<file path="src/rtl/cpc_exp_mailbox.sv">
// cpc_exp_mailbox: Z80 expansion-port byte mailbox with TX/RX FIFOs, status/control and level IRQ.
// Optional feature macro: CPC_EXP_MAILBOX_IM2_EN (offset 3 VECTOR register, IM2 acknowledge).
module cpc_exp_mailbox #(
  parameter logic [15:0] BASE_ADDR  = 16'hFBD0,
  parameter int unsigned DEPTH_LOG2 = 4
) (
  input  logic        clk,
  input  logic        reset_n,
  input  logic [15:0] cpu_addr,
  input  logic [7:0]  cpu_dout,
  output logic [7:0]  cpu_din,
  input  logic        iorq,
  input  logic        rd,
  input  logic        wr,
  input  logic        m1,
  output logic        irq,
  output logic [7:0]  tx_data,
  output logic        tx_valid,
  input  logic        tx_ready,
  input  logic [7:0]  rx_data,
  input  logic        rx_valid,
  output logic        rx_ready
);

  localparam int unsigned Depth = 1 << DEPTH_LOG2;
  localparam logic [DEPTH_LOG2:0] FULL_CNT = {1'b1, {DEPTH_LOG2{1'b0}}};

  logic [7:0]            r_tx_mem [Depth];
  logic [DEPTH_LOG2-1:0] r_tx_wp, r_tx_rp;
  logic [DEPTH_LOG2:0]   r_tx_cnt;
  logic [7:0]            r_rx_mem [Depth];
  logic [DEPTH_LOG2-1:0] r_rx_wp, r_rx_rp;
  logic [DEPTH_LOG2:0]   r_rx_cnt;

  logic       r_served, r_pop_pend, r_stat_rd;
  logic       r_rx_unf, r_tx_ovf, r_rx_ie, r_tx_ie, r_irq;
  logic [7:0] r_stat;

  logic       w_hit, w_acc, w_start, w_end, w_wr_start, w_rd_start;
  logic [1:0] w_off;
  logic       w_tx_empty, w_tx_full, w_rx_empty, w_rx_full;
  logic       w_flush, w_tx_push, w_tx_pop, w_rx_push, w_rx_pop;
  logic [7:0] w_status_live, w_din;
  logic       w_unused_ok;

  assign w_hit      = (cpu_addr[15:2] == BASE_ADDR[15:2]);
  assign w_acc      = iorq & ~m1 & (rd | wr) & w_hit;
  assign w_start    = w_acc & ~r_served;
  assign w_end      = r_served & ~iorq;
  assign w_wr_start = w_start & wr;
  assign w_rd_start = w_start & rd;
  assign w_off      = cpu_addr[1:0];

  assign w_tx_empty = (r_tx_cnt == '0);
  assign w_tx_full  = (r_tx_cnt == FULL_CNT);
  assign w_rx_empty = (r_rx_cnt == '0);
  assign w_rx_full  = (r_rx_cnt == FULL_CNT);

  assign w_status_live = {r_irq, 2'b00, r_tx_ovf, w_tx_empty, r_rx_unf, ~w_tx_full, ~w_rx_empty};

  // Flush has priority over every push/pop in the same clk.
  assign w_flush   = w_wr_start & (w_off == 2'd2) & cpu_dout[7];
  assign w_tx_push = w_wr_start & (w_off == 2'd0) & ~w_tx_full & ~w_flush;
  assign w_tx_pop  = tx_valid & tx_ready & ~w_flush;
  assign w_rx_push = rx_valid & rx_ready & ~w_flush;
  assign w_rx_pop  = w_end & r_pop_pend & ~w_flush;

  assign tx_data  = r_tx_mem[r_tx_rp];
  assign tx_valid = ~w_tx_empty;
  assign rx_ready = ~w_rx_full;
  assign irq      = r_irq;

  assign w_unused_ok = ^cpu_dout[6:2];

  always_ff @(posedge clk) begin
    if (w_tx_push) r_tx_mem[r_tx_wp] <= cpu_dout;
    if (w_rx_push) r_rx_mem[r_rx_wp] <= rx_data;
  end

  always_ff @(posedge clk or negedge reset_n) begin
    if (!reset_n) begin
      r_tx_wp  <= '0;
      r_tx_rp  <= '0;
      r_tx_cnt <= '0;
    end else if (w_flush) begin
      r_tx_wp  <= '0;
      r_tx_rp  <= '0;
      r_tx_cnt <= '0;
    end else begin
      if (w_tx_push) r_tx_wp <= r_tx_wp + 1'b1;
      if (w_tx_pop)  r_tx_rp <= r_tx_rp + 1'b1;
      if (w_tx_push && !w_tx_pop)      r_tx_cnt <= r_tx_cnt + 1'b1;
      else if (!w_tx_push && w_tx_pop) r_tx_cnt <= r_tx_cnt - 1'b1;
    end
  end

  always_ff @(posedge clk or negedge reset_n) begin
    if (!reset_n) begin
      r_rx_wp  <= '0;
      r_rx_rp  <= '0;
      r_rx_cnt <= '0;
    end else if (w_flush) begin
      r_rx_wp  <= '0;
      r_rx_rp  <= '0;
      r_rx_cnt <= '0;
    end else begin
      if (w_rx_push) r_rx_wp <= r_rx_wp + 1'b1;
      if (w_rx_pop)  r_rx_rp <= r_rx_rp + 1'b1;
      if (w_rx_push && !w_rx_pop)      r_rx_cnt <= r_rx_cnt + 1'b1;
      else if (!w_rx_push && w_rx_pop) r_rx_cnt <= r_rx_cnt - 1'b1;
    end
  end

  // Per-cycle bookkeeping: what the end event must do is decided at the start event.
  always_ff @(posedge clk or negedge reset_n) begin
    if (!reset_n) begin
      r_served   <= 1'b0;
      r_pop_pend <= 1'b0;
      r_stat_rd  <= 1'b0;
      r_stat     <= 8'h00;
    end else begin
      if (!iorq)      r_served <= 1'b0;
      else if (w_acc) r_served <= 1'b1;

      if (w_rd_start && w_off == 2'd0) r_pop_pend <= ~w_rx_empty;
      else if (w_end)                  r_pop_pend <= 1'b0;

      if (w_rd_start && w_off == 2'd1) r_stat_rd <= 1'b1;
      else if (w_end)                  r_stat_rd <= 1'b0;

      if (w_start) r_stat <= w_status_live;
    end
  end

  always_ff @(posedge clk or negedge reset_n) begin
    if (!reset_n) begin
      r_rx_unf <= 1'b0;
      r_tx_ovf <= 1'b0;
      r_rx_ie  <= 1'b0;
      r_tx_ie  <= 1'b0;
      r_irq    <= 1'b0;
    end else begin
      if (w_rd_start && w_off == 2'd0 && w_rx_empty) r_rx_unf <= 1'b1;
      else if (w_end && r_stat_rd)                   r_rx_unf <= 1'b0;

      if (w_wr_start && w_off == 2'd0 && w_tx_full) r_tx_ovf <= 1'b1;
      else if (w_end && r_stat_rd)                  r_tx_ovf <= 1'b0;

      if (w_wr_start && w_off == 2'd2) begin
        r_rx_ie <= cpu_dout[0];
        r_tx_ie <= cpu_dout[1];
      end

      r_irq <= (r_rx_ie & ~w_rx_empty) | (r_tx_ie & w_tx_empty);
    end
  end

`ifdef CPC_EXP_MAILBOX_IM2_EN
  logic [7:0] r_vector;

  always_ff @(posedge clk or negedge reset_n) begin
    if (!reset_n)                         r_vector <= 8'hFF;
    else if (w_wr_start && w_off == 2'd3) r_vector <= cpu_dout;
  end
`endif

  always_comb begin
    w_din = 8'hFF;
    if (w_acc && rd) begin
      unique case (w_off)
        2'd0: if (r_served ? r_pop_pend : ~w_rx_empty) w_din = r_rx_mem[r_rx_rp];
        2'd1: w_din = r_served ? r_stat : w_status_live;
        2'd2: w_din = {6'b000000, r_tx_ie, r_rx_ie};
`ifdef CPC_EXP_MAILBOX_IM2_EN
        2'd3: w_din = r_vector;
`else
        2'd3: w_din = 8'hFF;
`endif
        default: w_din = 8'hFF;
      endcase
    end
`ifdef CPC_EXP_MAILBOX_IM2_EN
    if (m1 && iorq && r_irq) w_din = r_vector;
`endif
  end

  assign cpu_din = w_din;

endmodule

</file>
<file path="config.mk">
export PLATFORM = sky130hd
export DESIGN_NAME = cpc_exp_mailbox
export DESIGN_NICKNAME = d
export VERILOG_FILES = /design/src/rtl/cpc_exp_mailbox.sv
export SDC_FILE = /design/constraint.sdc
export NUM_CORES = 1
export LEC_CHECK = 0
export CAP_MARGIN = 15
export CORE_MARGIN = 2
export CORE_UTILIZATION = 60
export DETAILED_ROUTE_END_ITERATION = 7
export PLACE_DENSITY = 0.78
export SLEW_MARGIN = 20
export SYNTH_ARGS = -nofsm -noshare
export SYNTH_HDL_FRONTEND = slang
export SYNTH_SLANG_ARGS = --single-unit
</file>
<file path="constraint.sdc">
create_clock -name clk -period 3.9 [get_ports clk]
set_clock_uncertainty 0.2 [all_clocks]
set_input_delay 0.39 -clock clk [delete_from_list [all_inputs] [get_ports clk]]
set_output_delay 0.39 -clock clk [all_outputs]
set_load 0.005 [all_outputs]
</file>
# After elaboration in Yosys (flattened, before gate mapping)
# Memories as Yosys holds them, arrays and structs flattened.
# Cells that the tools add are included.
word_totals:
  input_bits: 40
  out_inout_bits: 19
  reg_bits: 40
  memories: 2
  elab_cells: 122
  ram_bits: 256
op_classes:
  bitwise_logic: 30
  muxes: 31
  n_reduce_logical: 29
  n_eq_ne: 7
  n_addsub: 8
memory_table:
  columns: ["name", "words", "word_bits", "read_ports", "rd_ports_with_merged_regs", "wr", "line", "source"]
  rows:
  - ["r_rx_mem", 16, 8, 1, 0, 1, "31", "logic [7:0] r_rx_mem [Depth];"]
  - ["r_tx_mem", 16, 8, 1, 0, 1, "28", "logic [7:0] r_tx_mem [Depth];"]
op_table:
  columns: ["cell", "n"]
  rows:
  - ["$mux W4", 8]
  - ["$pmux W8 S4", 1]
  - ["$mux W5", 6]
  - ["$mux W8", 3]
  - ["$and A1 B1 Y1", 20]
  - ["$add A4 B1 Y4 const B", 4]
  - ["$reduce_bool A2 Y1", 8]
  - ["$eq A14 B14 Y1 const B", 1]
  - ["$mux W1", 13]
  - ["$logic_and A1 B1 Y1", 12]
  - ["$add A5 B1 Y5 const B", 2]
  - ["$eq A5 B5 Y1 const B", 2]
  - ["$logic_not A5 Y1", 2]
  - ["$sub A5 B1 Y5 const B", 2]
  - ["$not A1 Y1", 8]
  - ["$reduce_bool A3 Y1", 2]
  - ["$eq A2 B2 Y1 const B", 2]
  - ["$logic_not A1 Y1", 4]
  - ["$eq A2 B1 Y1 const B", 1]
  - ["$logic_not A2 Y1", 1]
  - ["$ne A2 B1 Y1 const B", 1]
  - ["$or A1 B1 Y1", 2]

# Logic depth before layout (Yosys ltp)
depth:
  word_depth: 15
  depth_mapped: 14
  mapped_depth_nobuf: 12

# Worst setup path before layout
# No wires, ideal clock.
synth_path:
  path_kind: "in2reg"
  start: "input cpu_addr[0]"
  end: "register r_tx_cnt[4]"
  arrival_ps: 2718
  setup_slack_ps: 850
  required_ps: 3568
  cell_stages: 13
  cell_sequence: "buf_6 -> or2_1 -> buf_2 -> a2111oi_4 -> and2_4 -> buf_6 -> nand2_1 -> fa_1 -> a21o_1 -> a21o_1 -> and3_1 -> nor3_1 -> o21ai_1"
synth_via:
  elab_chain_len: 9
  elab_cells_between_ends: 16
  cone_classes: "1 x eq/ne; 2 x mux; 7 x bitwise; 6 x reduce/logical"
synth_lines:
  columns: ["element", "line", "source"]
  rows:
  - ["from (decl)", "9", "input logic [15:0] cpu_addr,"]
  - ["$eq A2 B2 Y1", "62", "assign w_flush = w_wr_start & (w_off == 2'd2) & cpu_dout[7];"]
  - ["$and A1 B1 Y1 (2 in series)", "62", null]
  - ["$not A1 Y1", "63, 64", null]
  - ["$and A1 B1 Y1", "64", "assign w_tx_pop = tx_valid & tx_ready & ~w_flush;"]
  - ["$logic_not A1 Y1", "92", "if (w_tx_push && !w_tx_pop) r_tx_cnt <= r_tx_cnt + 1'b1;"]
  - ["$logic_and A1 B1 Y1", "92", null]
  - ["$mux W5", "92", null]
  - ["$mux W5", "85", "end else if (w_flush) begin"]
  - ["to (signal assigned)", "92", null]
  - ["to (signal assigned)", "93", "else if (!w_tx_push && w_tx_pop) r_tx_cnt <= r_tx_cnt - 1'b1;"]
  - ["to (decl)", "30", "logic [DEPTH_LOG2:0] r_tx_cnt;"]
# Parallel ways exist; a longest one is shown, timed or not.
# A chain may end at the register's enable or synchronous reset.

# Final worst setup path
layout_path:
  start: "register r_rx_cnt[1]"
  end: "output cpu_din[3]"
layout_via:
  elab_chain_len: 6
layout_lines:
  columns: ["element", "line", "source"]
  rows:
  - ["from (decl)", "33", "logic [DEPTH_LOG2:0] r_rx_cnt;"]
  - ["from (signal assigned)", "109", "if (w_rx_push && !w_rx_pop) r_rx_cnt <= r_rx_cnt + 1'b1;"]
  - ["from (signal assigned)", "110", "else if (!w_rx_push && w_rx_pop) r_rx_cnt <= r_rx_cnt - 1'b1;"]
  - ["$logic_not A5 Y1", "56", "assign w_rx_empty = (r_rx_cnt == '0);"]
  - ["$not A1 Y1", "171", "2'd0: if (r_served ? r_pop_pend : ~w_rx_empty) w_din = r_rx_mem[r_rx_rp];"]
  - ["$mux W1", "171", null]
  - ["$mux W8", "171", null]
  - ["$pmux W8 S4", "170", "unique case (w_off)"]
  - ["$mux W8", "169", "if (w_acc && rd) begin"]
  - ["to (decl)", "11", "output logic [7:0] cpu_din,"]
# No other way between the ends.

==> results.md <==
- Hpwl dp: 16.7 mm
- FF+latch count, synth: 296
- Arrival time worst endpoint: 3.15 ns
- Fillers: 1252
- Largest net degree at the start of global routing: 41
- DIE HEIGHT: 149 um
- Number of cells upsized or downsized after cts: 0
- GPL Wtd Cong: 0.889
- Layout overhead on the synthesized area: 14.1%
- Top post-synthesis cells by count: 256 x edfxtp_1, 69 x mux4_2, 66 x nand2_1
- Fmax: 268 MHz
- Slew Limit Fails: 0
- CP Max Fanout: 5
- Dpl cells: 1042
- Combinational power share: 20.6%
- Final layout net count: 864
- Tightest Pin Transition: 0.903 ns
- Worst reg2reg setup slack: 0.71 ns
- Main synth FF type: edfxtp_1
- Chip Width: 149 um
- Sequential group share of total power: 48.4%
- FFs w/ async S/R, synth: 13.5%
- Number of global-route vias before repair: 7010
- Data required time of the worst path: 3.31 ns
- Ranking of synthesized cells by area: edfxtp_1 61%, mux4_2 12%, dfrtp_1 8.0%
- PnR worst setup slack: 0.164 ns
- Final hold vios: 0
- Final cell count without fillers: 1095
- Critical Path Sink Type: output port
- Sequential cell area: 8690 sq um
- DRT iter0 DRCs: 588
- CTS buffer count: 29
- Post-Layout Inst Area: 14300 sq um
- Tot GR Track Use: 23.6%
- Lkg Pwr: 4.82 nW
- Post-layout util: 70.3%
- FP Rows: 52
- Most frequent cell after synthesis: edfxtp_1
- Clock power frac: 31.0%
- Design Power: 8.10 mW
- Ant. Diodes: 0
- Tmin final: 3.74 ns
- Clk sinks: 296
- Grt total ovfl: 0
- Routed Antenna Nets: 0
- Setup TNS Final: 0 ns
- Sequential area share after synthesis: 69.2%
- Worst slack, placed: 0.285 ns
- Routing usage on met3: 3.37%
- Met2 Track Usage GR: 42.2%
- Synth Net Count: 787
- Synth unique cells: 56
- Synthesized cell area: 12600 sq um
- Outcome: completed
- Met1 Usage GRT: 30.6%
- Final Cycle Share: 95.8%
- Post-Syn Instances: 727
- Core area: 20400 sq um
- Sw power: 2.11 mW
- Via Count: 6744
- Peak supply drop: 0.000531 V
- Mean Syn Cell Area: 17.3 sq um
- Slew Limit Headroom: 39.8%
- Power density cells: 566 nW/um^2
- Yosys warns: 0
- Multi-input combinational cell area: 3650 sq um
- Number of synthesized flops with an enable pin: 256
- Initial antenna violation count: 0
- Sw frac: 26.0%
- DRT Pass-1 Iters: 5
- Share of cells above drive strength 1: 17.1%
- I/O pins: 59
- WL/cell: 22.8 um
- Root buf cell: clkbuf_16
- P_int: 5.99 mW
- H-tree lvl count: 1
- CTS tree: done
- Number of port buffers: 58
- RSZ-0062 raised after global routing: no
- Hold slack final: 0.290 ns
- Cell taking the most area after synthesis: edfxtp_1
- DRC: 0
- First-pass GRT wire length: 39.7 mm
- Max Root-Sink Buffers: 3
- Die Area: 22100 sq um
- Detailed-route wire length: 24.9 mm
- CP Launch Type: flop
- MaxCap Viol Count: 0
- Kind of critical path: flop to output port
- Clk slew on worst S/H paths: 0.06 ns
- Share of the synthesized area in the top cell type: 61.3%
- Avg Vias per Cell: 6.16
- Clock latency on the worst-skew pair: 0.54 ns
- DP Area: 13500 sq um
- GR peak layer: met2
- Initial core utilization: 61.6%
- Setup-failing EPs final: 0
- Worst hold path class: flop to flop
## path summary, 6_finish.rpt
kind	cells past startpoint	to	startpoint
worst max-delay path	7	cpu_din[3]	r_rx_cnt[1]
worst min-delay path	1	r_stat[0]	r_stat[0]
worst max register to register	11	r_tx_cnt[4]	r_tx_cnt[0]
worst min register to register	1	r_stat[0]	r_stat[0]
max in group asynchronous	2	r_tx_rp[0]	reset_n
min in group asynchronous	2	r_stat[7]	reset_n
## cell families (layout without fill, tap and decap cells)
group / count (synthesis) / count (layout) / synth area share, %
fa+ha+maj: 20 / 20 / 2.11
simple gates: 193 / 193 / 7.98
xor+xnor: 20 / 20 / 1.52
buf+inv: 45 / 143 / 1.70
compound gates: 64 / 64 / 3.42
mux: 89 / 89 / 14.0
flops: 296 / 296 / 69.2
## critical path: stages (launching register included)
cell and delay, ns:
dfrtp_1 0.46, nor4_4 0.41, nand2b_1 0.19, mux2i_1 0.40
nor2_1 0.20, a221oi_1 0.31, or3_1 0.15, clkdlybuf4s50_1 0.49
## placed cells by master, fill, tap and decap left out, drive strengths merged, types with 12 or more instances in the layout
cell and instances:
edfxtp 256, buf 22, nor2 37, clkinv 12
clkbuf 39, dfrtp 40, clkdlybuf4s50 57, nand2 66
a21oi 16, o21ai 20, mux2i 13, mux4 69
ha 18, nand3 16, and2 21
## registers in the layout (all words and copies together), names as in the netlist
signal      flops
r_rx_cnt        5
r_tx_wp         4
r_rx_mem      128
r_pop_pend      1
r_stat_rd       1
r_tx_ovf        1
irq             1
r_rx_unf        1
r_tx_mem      128
r_tx_cnt        5
r_tx_ie         1
r_rx_ie         1
r_served        1
r_stat          6
r_rx_wp         4
r_tx_rp         4
r_rx_rp         4
## layout make-up
type | count | area share [%]
flip-flops and latches | 296 | 60.7
multi-input cells | 386 | 25.5
clock buffers | 39 | 5.33
repair buffers | 80 | 5.28
well taps | 270 | 2.36
clock inverters | 13 | 0.559
inverters | 11 | 0.288
## metal layers
layer | wire [um] | up-vias | share of wire (%)
li1 | - | 2992 | -
met1 | 9690 | 3479 | 39
met2 | 13300 | 219 | 53
met3 | 1310 | 54 | 5.2
met4 | 644 | 0 | 2.6
met5 | 0 | - | 0
## power groups by stage
stage | clock network (mW) | logic [mW] | registers (mW)
2_1_floorplan | 0 | 1.20 | 3.85
3_3_place_gp | 0 | 1.59 | 3.96
3_5_place_dp | 0 | 1.67 | 3.98
4_1_cts | 2.55 | 1.69 | 3.92
5_1_grt | 2.67 | 1.82 | 3.95
6_report | 2.51 | 1.67 | 3.92
## timing repair
item,in CTS,in global routing
hold endpoints to repair,40,0
hold buffers,1,0
setup buffers,0,0
Note: power is estimated with default switching activity, not from simulation.
